--- config.mk ---
export PLATFORM = sky130hd
export DESIGN_NAME = ram_regfile
export DESIGN_NICKNAME = d
export VERILOG_FILES = /design/src/rtl/ram_pkg.sv /design/src/rtl/ram_word.sv /design/src/rtl/ram_regfile.sv
export SDC_FILE = /design/constraint.sdc
export NUM_CORES = 1
export LEC_CHECK = 0
export CAP_MARGIN = 15
export CORE_MARGIN = 2
export CORE_UTILIZATION = 36
export CTS_CLUSTER_DIAMETER = 30
export DETAILED_ROUTE_END_ITERATION = 16
export GPL_ROUTABILITY_DRIVEN = 0
export PLACE_DENSITY = 0.69
export REMOVE_ABC_BUFFERS = 1
export SKIP_LAST_GASP = 1
export SYNTH_ARGS = -nofsm -noshare
export SYNTH_HDL_FRONTEND = slang
export SYNTH_HIERARCHICAL = 1
export SYNTH_SLANG_ARGS = --single-unit
--- constraint.sdc ---
create_clock -name clk -period 1.3 [get_ports clk]
set_clock_uncertainty 0.1 [all_clocks]
set_input_delay 0.26 -clock clk [delete_from_list [all_inputs] [get_ports clk]]
set_output_delay 0.26 -clock clk [all_outputs]
set_load 0.05 [all_outputs]
--- src/rtl/ram_pkg.sv ---
// Shared types for the parametrised register-file RAM.
// The FSM state and the depth helper live here.
package ram_pkg;

  typedef enum logic {
    CLEAR = 1'b0,
    READY = 1'b1
  } state_t;

  function automatic int depth(input int addr_w);
    return 1 << addr_w;
  endfunction

endpackage

--- src/rtl/ram_word.sv ---
// One storage word: a DATA_W register with synchronous load.
// Deliberately unreset; the top's clear sequence initialises it.
module ram_word #(
  parameter int DATA_W = 4
) (
  input  logic              clk_i,
  input  logic              en_i,
  input  logic [DATA_W-1:0] d_i,
  output logic [DATA_W-1:0] q_o
);

  logic [DATA_W-1:0] word_q;

  always_ff @(posedge clk_i) begin
    if (en_i) begin
      word_q <= d_i;
    end
  end

  assign q_o = word_q;

endmodule

--- src/rtl/ram_regfile.sv ---
// Register-file RAM: DEPTH words, one write port, one registered read port,
// with a hardware clear sequence after reset.
module ram_regfile
  import ram_pkg::*;
#(
  parameter int                DATA_W   = 4,
  parameter int                ADDR_W   = 1,
  parameter logic [DATA_W-1:0] INIT_VAL = '0
) (
  input  logic              clk,
  input  logic              rst,
  input  logic              we,
  input  logic [ADDR_W-1:0] waddr,
  input  logic [DATA_W-1:0] wdata,
  input  logic              re,
  input  logic [ADDR_W-1:0] raddr,
  output logic [DATA_W-1:0] rdata,
  output logic              rvalid,
  output logic              busy,
  output logic              clk_out
);

  localparam int DEPTH = depth(ADDR_W);
  localparam logic [ADDR_W:0] CLR_LAST = (ADDR_W+1)'(DEPTH - 1);

  state_t            state_q;
  logic [ADDR_W:0]   clr_addr_q;
  logic [DATA_W-1:0] rdata_q;
  logic              rvalid_q;

  logic [DATA_W-1:0] mem [DEPTH];

  logic              in_clear;
  logic              wr_en;
  logic [ADDR_W-1:0] wr_addr;
  logic [DATA_W-1:0] wr_data;
  logic [DEPTH-1:0]  wsel;
  logic [DATA_W-1:0] rd_word;

  assign in_clear = (state_q == CLEAR);

  // Clear sequence owns the write port; reset blocks every write.
  assign wr_en   = !rst && (in_clear || we);
  assign wr_addr = in_clear ? clr_addr_q[ADDR_W-1:0] : waddr;
  assign wr_data = in_clear ? INIT_VAL : wdata;

  always_comb begin
    wsel = '0;
    if (wr_en) begin
      wsel[wr_addr] = 1'b1;
    end
  end

  for (genvar i = 0; i < DEPTH; i++) begin : g_word
    ram_word #(
      .DATA_W(DATA_W)
    ) u_word (
      .clk_i(clk),
      .en_i (wsel[i]),
      .d_i  (wr_data),
      .q_o  (mem[i])
    );
  end

  // Write-first bypass on a same-address collision.
  assign rd_word = (we && (waddr == raddr)) ? wdata : mem[raddr];

  always_ff @(posedge clk) begin
    if (rst) begin
      state_q    <= CLEAR;
      clr_addr_q <= '0;
      rdata_q    <= '0;
      rvalid_q   <= 1'b0;
    end else begin
      rvalid_q <= 1'b0;
      unique case (state_q)
        CLEAR: begin
          clr_addr_q <= clr_addr_q + 1'b1;
          if (clr_addr_q == CLR_LAST) begin
            state_q <= READY;
          end
        end
        READY: begin
          if (re) begin
            rdata_q  <= rd_word;
            rvalid_q <= 1'b1;
          end
        end
        default: state_q <= CLEAR;
      endcase
    end
  end

  assign rdata   = rdata_q;
  assign rvalid  = rvalid_q;
  assign busy    = in_clear;
  assign clk_out = clk;

endmodule

==> impl_metrics.ini <==
[run_status]
status = finished with violations
violations = negative setup slack

[critical_path]
crit_buf_inv = 2
crit_fanout = 2
reg2reg_from = state_q
cpMaxStageDelayCell = dfxtp_2
r2r_slack_ns = 0
slowest_delay_ns = 0.37
critPathRequiredTime_ns = 0.94
critPathTopFamily = flip-flops
r2r_cells = 5
worstSetupEndpoint = busy
worstSetupPathType = reg2out
arrival_ns = 0.95
end_kind = primary output
cp.depth = 2
crit_chain = inv_4 > buf_12
start_kind = register
crit_start = state_q
r2r_end = g_word[0].u_word/q_o[2]

[pwr]
p_sw_uw = 650.3
power_density_nw_per_um2 = 1732
p_int_mw = 1.213
p_leak_nw = 0.4516
ir_drop_mv = 1.559
pwr-share-comb_pct = 30.9
pwr-share-seq_pct = 37.8
switching_share_pct = 34.90
p_clk_share_pct = 31.3

[synth]
synth-simple-area-share_pct = 13.68
yosys.cell_types.count = 21
synth_fa_ha_area_share_pct = 1.754
synthMuxAreaShare_pct = 0
synth-compound-area-share_pct = 17.37
synth_area_um2 = 713.2
synth-seq-cells = 16
synth_top_area_share_pct = 33.68
synth_xor_area_share_pct = 3.509
avgSynthCellArea_um2 = 11.14
yosys_warnings = 6
seq_area_frac_synth_pct = 56.14
synth_top_family_by_area = compound AO/OA/AOI/OAI gates
synth_area_leader_cell = edfxtp_1
syn-instance-count = 64
ys_top_cells_by_area = edfxtp_1 (34%), dfxtp_1 (22%), a221o_1 (5.6%)

[global_routing]
antenna_found_initial = 0
grtUsageTotal_pct = 13.00
grt_pass1_wl_mm = 2.228
grt_max_degree = 10
grt_pass1_vias = 498
grt-ovfl-total = 0

[die]
io_pins = 17
core_um2 = 1922
die_w_um = 48.51
initial_utilization_pct = 37.11
fp.dieH_um = 48.51
row_count = 16
die-area_um2 = 2353

[finish]
diodes = 0
area_delta_synth_final_pct = 50.88
nNetsFinal = 103
drive_gt1_share_pct = 36.26
fill_cells = 166

[sta]
final-max-slew-violation-count = 0
period_minus_slack_ns = 1.309
setup_tns_ns = -0.01252
rsz0062_at_grt = true
finalSetupViolations = 5
finalHoldViolations = 0
hold_ws_ns = 0.4059
worst_pin_slew_ns = 0.3737
maxSlewHeadroom_pct = 75.08
max_freq_mhz = 763.7
min_period_over_period_pct = 100.7
timing.final.ws_setup_ns = -0.009495

[routing]
drt_iter0_drc = 23
routed_wirelength_mm = 1.404
wl_per_cell_um = 11.90
via_per_inst = 4.763
first_pass_iters = 4
drc = 0
vias = 562
ant_nets = 0

[placed_design]
portBuffers = 16
place_hpwl_mm = 1.007

[clocking]
clk_latency_ns = 0.39
cts_hold_buf = 0
cts_tree = yes
clkTransAtPathRegs_ns = 0.10

[flow_run]
drv_cap = 0

[worst_hold_path]
hold_class = clk2out
## worst register-to-register path: cells and delay by family, from the launching register on
kind | cells | cell delay [ns]
and+or+nand+nor | 2 | 0.14
buffers and inverters | 2 | 0.28
AOI/OAI and AO/OA | 1 | 0.15
DFF | 1 | 0.37
## per-layer routing
| layer | share of wire (%) | GRT usage (%) | vias to the layer above |
|---|---|---|---|
| li1 | - | - | 283 |
| met1 | 50 | 16.60 | 261 |
| met2 | 44 | 17.82 | 16 |
| met3 | 5.5 | 5.556 | 2 |
| met4 | 1.0 | 8.571 | 0 |
| met5 | 0 | 0 | - |
## sequential cells by signal, indices dropped and copies added (netlist names)
name               cells
g_word.u_word/q_o      8
state_q                1
clr_addr_q             2
rdata                  4
rvalid                 1
## cells in the mapped netlist
library cell	instances
buf_4	1
o22a_1	1
nand3b_1	1
nand3_1	1
buf_2	1
a21oi_1	3
inv_2	1
ha_1	1
and2b_4	4
clkbuf_1	1
inv_1	6
a22o_1	4
dfxtp_1	8
a31oi_1	4
buf_6	1
xnor2_2	1
nor2_1	10
a221o_1	4
nand2_1	2
xor2_1	1
edfxtp_1	8
## worst min-delay path by stage
stage,start,end,depth (start not counted)
finish,clk,clk_out,2
global route,clk,clk_out,2
CTS,clk,clk_out,2
detailed placement,clr_addr_q[1],clr_addr_q[1],2
global placement,clr_addr_q[1],clr_addr_q[1],2
floorplan,clk,clk_out,0
## power groups by stage
stage          registers, mW  clock network [mW]  logic (mW)
6_report               0.705               0.582       0.576
4_1_cts                0.703               0.597       0.569
3_5_place_dp           0.713               0.177       0.540
2_1_floorplan          0.752                   0       0.242
5_1_grt                0.714               0.631       0.622
3_3_place_gp           0.710               0.177       0.528
## cells in the final DEF, fill, tap and decap left out, drive strengths merged
master / count
edfxtp: 8
clkdlybuf4s50: 7
a21oi: 3
a31oi: 4
dfxtp: 8
xnor2: 1
dlygate4sd2: 2
nor2: 10
and2b: 4
a22o: 4
xor2: 1
clkbuf: 5
buf: 16
clkinv: 1
a221o: 4
o22a: 1
nand2: 2
nand3: 1
inv: 7
nand3b: 1
ha: 1
## cells by family (layout without fill, tap and decap cells)
family	count (synthesis)	count (layout)
simple gates	18	18
compound gates	16	16
xor+xnor	2	2
flops	16	16
buf+inv	11	38
fa+ha+maj	1	1
## metrics by stage
| stage | utilization (%) | instance area, um2 | worst slack (ns) | total power, mW | std cells |
|---|---|---|---|---|---|
| CTS | 55.66 | 1070 | -0.01706 | 1.870 | 118 |
| global placement | 52.02 | 999.7 | -0.5180 | 1.416 | 111 |
| floorplan | - | 685.7 | -0.1218 | 0.9943 | 60 |
| global route | 55.99 | 1076 | -0.06378 | 1.968 | 118 |
| detailed placement | 52.02 | 999.7 | -0.5662 | 1.430 | 111 |
| finish | 55.99 | 1076 | -0.009495 | 1.863 | 118 |
## what timing repair did
| action | 4_1_cts | 5_1_grt |
|---|---|---|
| gates resized for setup | 16 | 3 |
| setup endpoints to repair | 9 | 14 |
| buffers inserted | 2 | 0 |
| pin swaps | 1 | 1 |
## cell type report
| class | count | area (um2) | share of cell area, % |
|---|---|---|---|
| Clock buffer | 6 | 52.55 | 4.884 |
| Tap cell | 27 | 33.78 | 3.140 |
| Timing Repair Buffer | 24 | 279.0 | 25.93 |
| Clock inverter | 1 | 3.754 | 0.3488 |
| Inverter | 7 | 28.78 | 2.674 |
| Sequential cell | 16 | 407.9 | 37.91 |
| Multi-Input combinational cell | 37 | 270.3 | 25.12 |
(Power assumes the default switching activity.)
